[config.mk]
export PLATFORM = sky130hd
export DESIGN_NAME = fetch_queue
export DESIGN_NICKNAME = d
export VERILOG_FILES = /design/src/rtl/fetch_queue_pkg.sv /design/src/rtl/fq_lane_rotate.sv /design/src/rtl/fetch_queue.sv
export SDC_FILE = /design/constraint.sdc
export NUM_CORES = 1
export LEC_CHECK = 0
export ABC_CLOCK_PERIOD_IN_PS = 4900
export BUFFER_PORTS_ARGS = -buffer_cell sky130_fd_sc_hd__buf_2
export CORE_UTILIZATION = 59
export DETAILED_ROUTE_END_ITERATION = 16
export PLACE_DENSITY = 0.85
export SYNTH_ARGS = -nofsm -noshare
export SYNTH_HDL_FRONTEND = slang
export SYNTH_HIERARCHICAL = 1
export SYNTH_SLANG_ARGS = --single-unit
[constraint.sdc]
create_clock -name clk -period 4.9 [get_ports clk]
set_input_delay 0.245 -clock clk [delete_from_list [all_inputs] [get_ports clk]]
set_output_delay 0.245 -clock clk [all_outputs]
set_load 0.05 [all_outputs]
[src/rtl/fetch_queue_pkg.sv]
// fetch_queue_pkg -- shared sizes and helpers for the fetch-to-decode queue.
//   FETCH_QUEUE_DEPTH : default number of queue entries (power of two, >= 4)
//   FQ_LANES          : push/pop lanes, matching the four-wide decode packet
//   DECODE_REQUIRE_W  : bits per decode_require entry
package fetch_queue_pkg;

  localparam int FETCH_QUEUE_DEPTH = 8;
  localparam int FQ_LANES          = 4;
  localparam int DECODE_REQUIRE_W  = 32;

  typedef logic [DECODE_REQUIRE_W-1:0] decode_require_t;

  // Smaller of two lane counts; used to clip pops to what is visible.
  function automatic logic [2:0] lane_min(input logic [2:0] a, input logic [2:0] b);
    return (a < b) ? a : b;
  endfunction

endpackage

[src/rtl/fq_lane_rotate.sv]
// fq_lane_rotate -- combinational rotator between circular storage and the
// ordered lane view used by fetch_queue.
//   slots/head/rd_number -> rd_lanes : lane i = slots[head+i] for i < rd_number, else 0
//   tail/wr_number/wr_lanes -> wr_en/wr_slots : slot s takes lane (s-tail) when
//                                               that lane is below wr_number
module fq_lane_rotate
  import fetch_queue_pkg::*;
#(
  parameter int DEPTH = FETCH_QUEUE_DEPTH,
  parameter int WIDTH = FQ_LANES
) (
  input  logic [DEPTH-1:0][DECODE_REQUIRE_W-1:0] slots,
  input  logic [$clog2(DEPTH)-1:0]               head,
  input  logic [2:0]                             rd_number,
  output logic [WIDTH-1:0][DECODE_REQUIRE_W-1:0] rd_lanes,
  input  logic [$clog2(DEPTH)-1:0]               tail,
  input  logic [2:0]                             wr_number,
  input  logic [WIDTH-1:0][DECODE_REQUIRE_W-1:0] wr_lanes,
  output logic [DEPTH-1:0]                       wr_en,
  output logic [DEPTH-1:0][DECODE_REQUIRE_W-1:0] wr_slots
);

  localparam int PW = $clog2(DEPTH);
  localparam int LW = $clog2(WIDTH);

  // Read side: pointer arithmetic in PW bits wraps modulo DEPTH for free.
  always_comb begin
    // NOTE: every output of a combinational block gets a default first so no path infers a latch.
    rd_lanes = '0;
    for (int i = 0; i < WIDTH; i++) begin
      if (3'(i) < rd_number) rd_lanes[i] = slots[head + PW'(i)];
    end
  end

  // Write side: each slot works out which lane (if any) lands on it, so a
  // packet straddling the end of storage splits across the wrap per lane.
  logic [PW-1:0] off;
  always_comb begin
    off      = '0;
    wr_en    = '0;
    wr_slots = '0;
    for (int s = 0; s < DEPTH; s++) begin
      off         = PW'(s) - tail;
      wr_en[s]    = (32'(off) < 32'(wr_number));
      wr_slots[s] = wr_lanes[off[LW-1:0]];
    end
  end

endmodule

[src/rtl/fetch_queue.sv]
// fetch_queue -- circular instruction buffer between fetch and decode.
// Absorbs a four-wide fetch packet, releases 0..4 entries per cycle to decode,
// and discards everything on flash (branch redirect).
//   clk, rst_n   : clock, asynchronous active-low reset
//   flash        : drop all entries (beats push and pop)
//   push_data    : fetch packet, lane 0 oldest; push_number valid lanes (0..4)
//   pop_number   : entries decode consumes this cycle (clipped to out_number)
//   out_data     : oldest four entries, lane 0 oldest, invalid lanes zero
//   out_number   : min(count, 4); size_left : DEPTH - count
//   overflow     : sticky, set when a packet is rejected for lack of space
// Optional macro FETCH_QUEUE_STAT_EN adds saturating 32-bit counters
//   stat_full_cycles, stat_empty_cycles, stat_reject_pushes.
module fetch_queue
  import fetch_queue_pkg::*;
#(
  parameter int DEPTH = FETCH_QUEUE_DEPTH,
  parameter int WIDTH = FQ_LANES
) (
  input  logic                                   clk,
  input  logic                                   rst_n,
  input  logic                                   flash,
  input  logic [WIDTH-1:0][DECODE_REQUIRE_W-1:0] push_data,
  input  logic [2:0]                             push_number,
  input  logic [2:0]                             pop_number,
  output logic [WIDTH-1:0][DECODE_REQUIRE_W-1:0] out_data,
  output logic [2:0]                             out_number,
  output logic [$clog2(DEPTH):0]                 size_left,
  output logic                                   overflow
`ifdef FETCH_QUEUE_STAT_EN
  ,
  output logic [31:0]                            stat_full_cycles,
  output logic [31:0]                            stat_empty_cycles,
  output logic [31:0]                            stat_reject_pushes
`endif
);

  localparam int PW = $clog2(DEPTH);
  localparam int CW = PW + 1;

  logic [PW-1:0] head, tail;
  logic [CW-1:0] count;
  logic [DEPTH-1:0][DECODE_REQUIRE_W-1:0] mem;

  logic [2:0]       pop_eff, push_acc, wr_number;
  logic             reject;
  logic [DEPTH-1:0] wr_en;
  logic [DEPTH-1:0][DECODE_REQUIRE_W-1:0] wr_slots;

  // Outputs depend only on registered state; no push_data bypass.
  assign out_number = (count >= CW'(WIDTH)) ? 3'(WIDTH) : 3'(count);
  assign size_left  = CW'(DEPTH) - count;

  // Space is judged on start-of-cycle size_left; a same-cycle pop does not help.
  assign pop_eff   = lane_min(pop_number, out_number);
  assign reject    = !flash && (CW'(push_number) > size_left);
  assign push_acc  = (CW'(push_number) <= size_left) ? push_number : 3'd0;
  assign wr_number = flash ? 3'd0 : push_acc;

  fq_lane_rotate #(.DEPTH(DEPTH), .WIDTH(WIDTH)) u_rotate (
    .slots     (mem),
    .head      (head),
    .rd_number (out_number),
    .rd_lanes  (out_data),
    .tail      (tail),
    .wr_number (wr_number),
    .wr_lanes  (push_data),
    .wr_en     (wr_en),
    .wr_slots  (wr_slots)
  );

  always_ff @(posedge clk or negedge rst_n) begin
    if (!rst_n) begin
      head     <= '0;
      tail     <= '0;
      count    <= '0;
      overflow <= 1'b0;
    end else if (flash) begin
      // overflow is sticky across redirects.
      head  <= '0;
      tail  <= '0;
      count <= '0;
    end else begin
      // NOTE: sequential state uses non-blocking assignments so every register samples pre-edge values.
      head  <= head + PW'(pop_eff);
      tail  <= tail + PW'(push_acc);
      count <= count + CW'(push_acc) - CW'(pop_eff);
      if (reject) overflow <= 1'b1;
    end
  end

  // NOTE: entry storage has no reset; validity comes from count alone, so clearing it would buy nothing.
  always_ff @(posedge clk) begin
    for (int s = 0; s < DEPTH; s++) begin
      if (wr_en[s]) mem[s] <= wr_slots[s];
    end
  end

`ifdef FETCH_QUEUE_STAT_EN
  // Performance counters survive flash and saturate rather than wrap.
  always_ff @(posedge clk or negedge rst_n) begin
    if (!rst_n) begin
      stat_full_cycles   <= '0;
      stat_empty_cycles  <= '0;
      stat_reject_pushes <= '0;
    end else begin
      if (count == CW'(DEPTH) && stat_full_cycles != '1)
        stat_full_cycles <= stat_full_cycles + 32'd1;
      if (count == '0 && stat_empty_cycles != '1)
        stat_empty_cycles <= stat_empty_cycles + 32'd1;
      if (reject && stat_reject_pushes != '1)
        stat_reject_pushes <= stat_reject_pushes + 32'd1;
    end
  end
`endif

endmodule

==> run_results.csv, run 1 <==
group,metric,value,unit
synthesis,synth_compound_area_share,10.1,%
synthesis,synth_top_area_share,39.3,%
global_routing,grt_pass1_wl,79.7,mm
synthesis,syn_inst,1338,
sta,clock_skew,13.6,ps
die,fp.coreArea,32500,um2
setup_path,path_delay_family,"buffers and inverters",
synthesis,yosys_warnings,6,
sta,finalCriticalPeriod,4120,ps
clocking,clk_pin_slew_worst_paths,60,ps
cells_and_area,area_delta_synth_final,8.13,%
synthesis,yosys.area.top_type,"edfxtp_1",
sta,worst_pin_slew,1280,ps
route,totalWireLength,53.4,mm
cells_and_area,drive_gt1_share,43.5,%
setup_path,r2r_cells,13,
hold_path,min_path_cells,2,
route,vias,13800,
cells_and_area,final_net_count,1590,
clocking,clk_latency,550,ps
route,post-route-drc-count,0,
sta,setup_viol,0,
route,antenna_left,0,
die,fp.dieH,184,um
setup_path,arrival,3880,ps
die,rows,66,
die,die-width,184,um
synthesis,avgSynthCellArea,14.6,um2
synthesis,ys_ff_latch,267,
clocking,cts_tree,"built",
die,die-area,33900,um2
job,maxCapViolations,0,
setup_path,path_class,"flop to output pin",
sta,hold_viol,0,
route,avgViaCountPerCell,7.34,
synthesis,syn_nets,1509,
sta,slew_headroom,14.2,%
synthesis,synthTopCellsByArea,"edfxtp_1 39%, mux4_2 25%, mux2i_1 8.7%",
placed_design,gp_congestion,0.860,
sta,finalSetupTns,0,ps
synthesis,synth_xor_xnor_area_share,0.621,%
hold_path,hold_class,"primary input to flop",
synthesis,synthMuxAreaShare,36.0,%
cells_and_area,layout_commonest_cell,"buf_2",
sta,rsz0062_at_grt,"no",
sta,drv_slew,0,
clocking,cts_buffer_depth,3,
setup_path,r2r_slack,900,ps
placed_design,io_buffers,272,
global_routing,antenna_found_initial,4,
setup_path,cp.required,4660,ps
die,start_util,60.1,%
global_routing,gr-usage-all-layers,31.5,%
setup_path,r2r-end,"mem[61]",
setup_path,crit_path_max_incr_delay,850,ps
setup_path,crit_path_frequent_cell,"buf_4",
clocking,h-tree-depth,1,
status,outcome,"finished, final reports clean",
sta,timing.final.crit_share,84.1,%
sta,hold_slack,63.0,ps
setup_path,crit_fanout,56,
clocking,cts_setup_buffers,0,
synthesis,synthAdderAreaFrac,2.37,%
setup_path,critical_path_depth,5,
synthesis,synth_simple_gate_area_share,1.15,%
sta,timing.fmax,0.243,GHz
clocking,cts_made_buffers,28,
synthesis,synth-seq-area-share,40.7,%
route,drt-pass1-iter-count,6,
synthesis,ys_types,39,
setup_path,crit_chain,"buf_4 > buf_4 > mux4_2 > a22o_1 > buf_2",
route,wl_per_cell,28.4,um
setup_path,cp.buffers_inverters,3,
setup_path,worstReg2RegStart,"count[0]",
global_routing,grt_pass1_vias,13600,
synthesis,synth_area,19500,um2
clocking,cts_root_buf,"clkbuf_16",
hold_path,min-delay-start,"flash",
placed_design,dp_hpwl,36.0,mm
hold_path,worstHoldEndpoint,"count[3]",
clocking,cts.sinks,267,
setup_path,cp-start-kind,"flop",
synthesis,synth_top_family_by_area,"multiplexers",
global_routing,grt.overflow.total,0,
cells_and_area,mostFrequentLayoutCells,"272 x buf_2, 256 x edfxtp_1, 216 x mux4_2",
route,drt_iter0_markers,1687,
die,io_pins,273,
global_routing,grt_max_degree,73,
setup_path,slowest_stage,"buf_4",
setup_path,critPathCaptureType,"output pin",
[metrics by stage]
step           instance area (um2)  std cells  util, %  setup WS [ps]
2_1_floorplan                19500       1338        -            162
3_3_place_gp                 20300       1830     62.2           1090
3_5_place_dp                 20300       1830     62.2            962
4_1_cts                      21100       1881     64.9            756
5_1_grt                      21100       1881     64.9            564
6_report                     21100       1883     65.0            778
[area by class of cell]
| class | count | area, um2 |
|---|---|---|
| Fill cell | 2276 | 11400 |
| Multi-Input combinational cell | 794 | 9970 |
| Sequential cell | 267 | 7970 |
| Timing Repair Buffer | 300 | 1660 |
| Clock buffer | 33 | 741 |
| Tap cell | 442 | 553 |
| Clock inverter | 17 | 125 |
| Inverter | 28 | 105 |
| Antenna cell | 2 | 5.00 |
[worst register-to-register path: stages, from the launching register on]
cell     delay (ps)
dfrtp_1         420
inv_1           100
ha_1            210
xor2_1          200
ha_1            280
o21ai_0         290
nor3_2          140
nor3b_1         220
inv_1           130
ha_1            320
a21oi_1          40
or2_2           380
a21oi_4         610
buf_4           340
[Yosys cell counts, drive strengths merged]
| cell | number |
|---|---|
| a211oi | 1 |
| edfxtp | 256 |
| and2 | 2 |
| nand2b | 5 |
| fa | 5 |
| nand3 | 1 |
| nor3b | 2 |
| mux2 | 43 |
| dfrtp | 11 |
| nor2 | 12 |
| xor2 | 6 |
| nor2b | 8 |
| nor3 | 3 |
| mux4 | 216 |
| or2 | 2 |
| nand2 | 6 |
| inv | 28 |
| o21ai | 2 |
| a21o | 5 |
| o2bb2ai | 40 |
| buf | 210 |
| a21oi | 11 |
| mux2i | 169 |
| o31ai | 1 |
| clkbuf | 39 |
| or3 | 1 |
| o41ai | 1 |
| xnor2 | 7 |
| ha | 29 |
| o21a | 64 |
| o22ai | 128 |
| a22o | 24 |
[repair_timing]
action,4_1_cts,5_1_grt
resized for setup,0,0
hold buffers,1,0
hold endpoints to repair,11,0
[cell families after synthesis]
kind of cell / Yosys count
muxes: 428
adders and majority gates: 34
AOI/OAI and AO/OA: 277
buffers and inverters: 277
xor gates and xnor gates: 13
and+or+nand+nor: 42
DFF: 267
[sequential cells by signal (all words and copies together) (netlist names)]
| signal | cells |
|---|---|
| count | 4 |
| head | 3 |
| mem | 256 |
| overflow | 1 |
| tail | 3 |
[metal layers]
metal / GRT usage [%] / part of all wire (%) / vias up
met2: 53.2 / 50 / 1108
met3: 6.54 / 12 / 176
met4: 12.1 / 3.8 / 4
li1: - / - / 5590
met5: 0 / 0.051 / -
met1: 40.0 / 34 / 6941
[worst max path at each step]
stage	start	end	slack [ps]
floorplan	count[0]	mem[160]	160
global placement	count[0]	mem[55]	1090
detailed placement	count[0]	mem[52]	960
CTS	head[0]	out_data[61]	760
global route	head[0]	out_data[120]	560
finish	head[0]	out_data[61]	780
Power of run 1 is not shown: default switching activity piles up to over one toggle a cycle in this logic, so the estimate is an artifact.
==> run 2: changes to the inputs <==
- ABC_CLOCK_PERIOD_IN_PS: 4900 -> 3600
- CORE_UTILIZATION: 59 -> 53
- PLACE_DENSITY: 0.85 -> 0.8
- clock period: 4.9 -> 3.6 ns (I/O delays scaled with it)
==> run_results.csv, run 2 (synthesized netlist as in run 1, its figures left out) <==
group,metric,value,unit
sta,rsz0062_at_grt,"no",
route,totalWireLength,54.8,mm
die,rows,69,
die,start_util,54.4,%
sta,worst_pin_slew,1030,ps
setup_path,r2r_cells,13,
sta,drv_slew,0,
hold_path,hold_class,"primary input to flop",
setup_path,cp-endpoint,"mem[42]",
route,wl_per_cell,28.6,um
setup_path,arrival,3610,ps
setup_path,cp-startpoint,"count[0]",
cells_and_area,final_net_count,1602,
placed_design,io_buffers,272,
route,wl_met1,19.4,mm
sta,slew_headroom,31.2,%
cells_and_area,area_delta_synth_final,10.0,%
setup_path,crit_fanout,23,
clocking,clk_pin_slew_worst_paths,60,ps
route,top_layer_used,"met4",
global_routing,grt_pass1_vias,13600,
route,avgViaCountPerCell,7.09,
route,antenna_left,0,
sta,setup_viol,0,
clocking,cts.sinks,267,
setup_path,path_class,"flop to flop",
cells_and_area,mostFrequentLayoutCells,"269 x buf_2, 256 x edfxtp_1, 216 x mux4_2",
status,outcome,"finished, final reports clean",
global_routing,grt_pass1_wl,81.7,mm
cells_and_area,finish.utilization,59.9,%
die,io_pins,273,
route,wl_met3,5.73,mm
cells_and_area,regMostFlops,"mem",
clocking,cts_root_buf,"clkbuf_16",
die,die-area,37600,um2
sta,timing.final.crit_share,93.9,%
route,vias,13600,
cells_and_area,top_regs,"mem: 256 flops, count: 4 flops",
cells_and_area,largest_reg_flops,256,
setup_path,r2r_slack,220,ps
global_routing,grt_max_degree,133,
sta,finalCriticalPeriod,3380,ps
route,drt-pass1-iter-count,5,
clocking,h-tree-depth,1,
global_routing,gr-usage-all-layers,28.6,%
die,fp.coreArea,35900,um2
setup_path,worstReg2RegStart,"count[0]",
sta,timing.fmax,0.296,GHz
cells_and_area,layout_commonest_cell,"buf_2",
setup_path,r2r-end,"mem[42]",
setup_path,critPathCaptureType,"flop",
die,fp.dieH,194,um
sta,clock_skew,20.8,ps
die,die-width,194,um
sta,hold_viol,0,
route,drt_iter0_markers,1577,
cells_and_area,drive_gt1_share,43.9,%
clocking,cts_buffer_depth,3,
global_routing,antenna_found_initial,4,
setup_path,cp-start-kind,"flop",
setup_path,cp.required,3830,ps
clocking,clk_latency,550,ps
placed_design,dp_hpwl,36.6,mm
cells_and_area,fill_cells,2666,
job,maxCapViolations,0,
clocking,cts_made_buffers,29,
route,post-route-drc-count,0,
global_routing,grt.overflow.total,0,
clocking,cts_tree,"built",
route,route.met2.wl,27.6,mm
placed_design,gp_congestion,0.870,
## run 2: changes by cell type in the layout (fill, tap and decap cells not counted), moves of 3 or more
cell	previous run	this run
buf_12	7	17
clkinv_2	7	3
buf_2	272	269
buf_4	20	23
bufinv_16	1	4
clkinv_1	3	6
## run 2: timing repair
| action | 4_1_cts | 5_1_grt |
|---|---|---|
| endpoints found under the setup margin | 0 | 64 |
| hold buffers | 2 | 0 |
| buffers inserted | 0 | 0 |
| resized for setup | 0 | 3 |
| hold endpoints to repair | 20 | 0 |
## run 2: cell type report
class / count / area [um2] / share of cell area (%)
Antenna cell: 4 / 10.0 / 0.0465
Clock buffer: 35 / 748 / 3.48
Clock inverter: 18 / 201 / 0.937
Inverter: 28 / 105 / 0.489
Multi-Input combinational cell: 794 / 10000 / 46.5
Sequential cell: 267 / 7980 / 37.1
Tap cell: 461 / 577 / 2.68
Timing Repair Buffer: 311 / 1880 / 8.74
## run 2: metal layers
layer	global-route usage, %	vias to the layer above
met5	0	-
met4	11.3	0
met3	4.57	141
met2	48.8	928
met1	36.7	6911
li1	-	5617
## run 2: worst min-delay path by stage
stage	slack (ps)	endpoint	cells after the start	from
after floorplan	-120	count[0]	0	rst_n
after global placement	80	count[3]	1	rst_n
after detailed placement	90	count[3]	1	rst_n
after CTS	20	tail[2]	3	push_number[2]
after global routing	40	tail[2]	3	push_number[2]
final	30	tail[2]	3	push_number[2]
## run 2: stage by stage
step                      TNS (ps)  cell area, um2  instances  hold WS [ps]  setup WS, ps
final                            0           21500       1918          31.3           221
after global routing             0           21500       1917          39.9          18.4
after CTS                        0           21500       1914          16.8           129
after detailed placement         0           20500       1859          85.4           170
after global placement           0           20500       1859          75.5           251
after floorplan             -13410           19600       1338          -116         -81.5
## run 2: critical path, stage by stage (launching register included)
cell and delay (ps):
dfrtp_1 440, inv_2 100, ha_4 270, inv_1 30, ha_1 290, a211oi_2 260, nor3_2 130, nor3b_1 220
inv_1 130, ha_1 320, a21oi_1 40, or2_2 380, a21oi_4 230, buf_12 220
Power of run 2 is left out for the same reason.
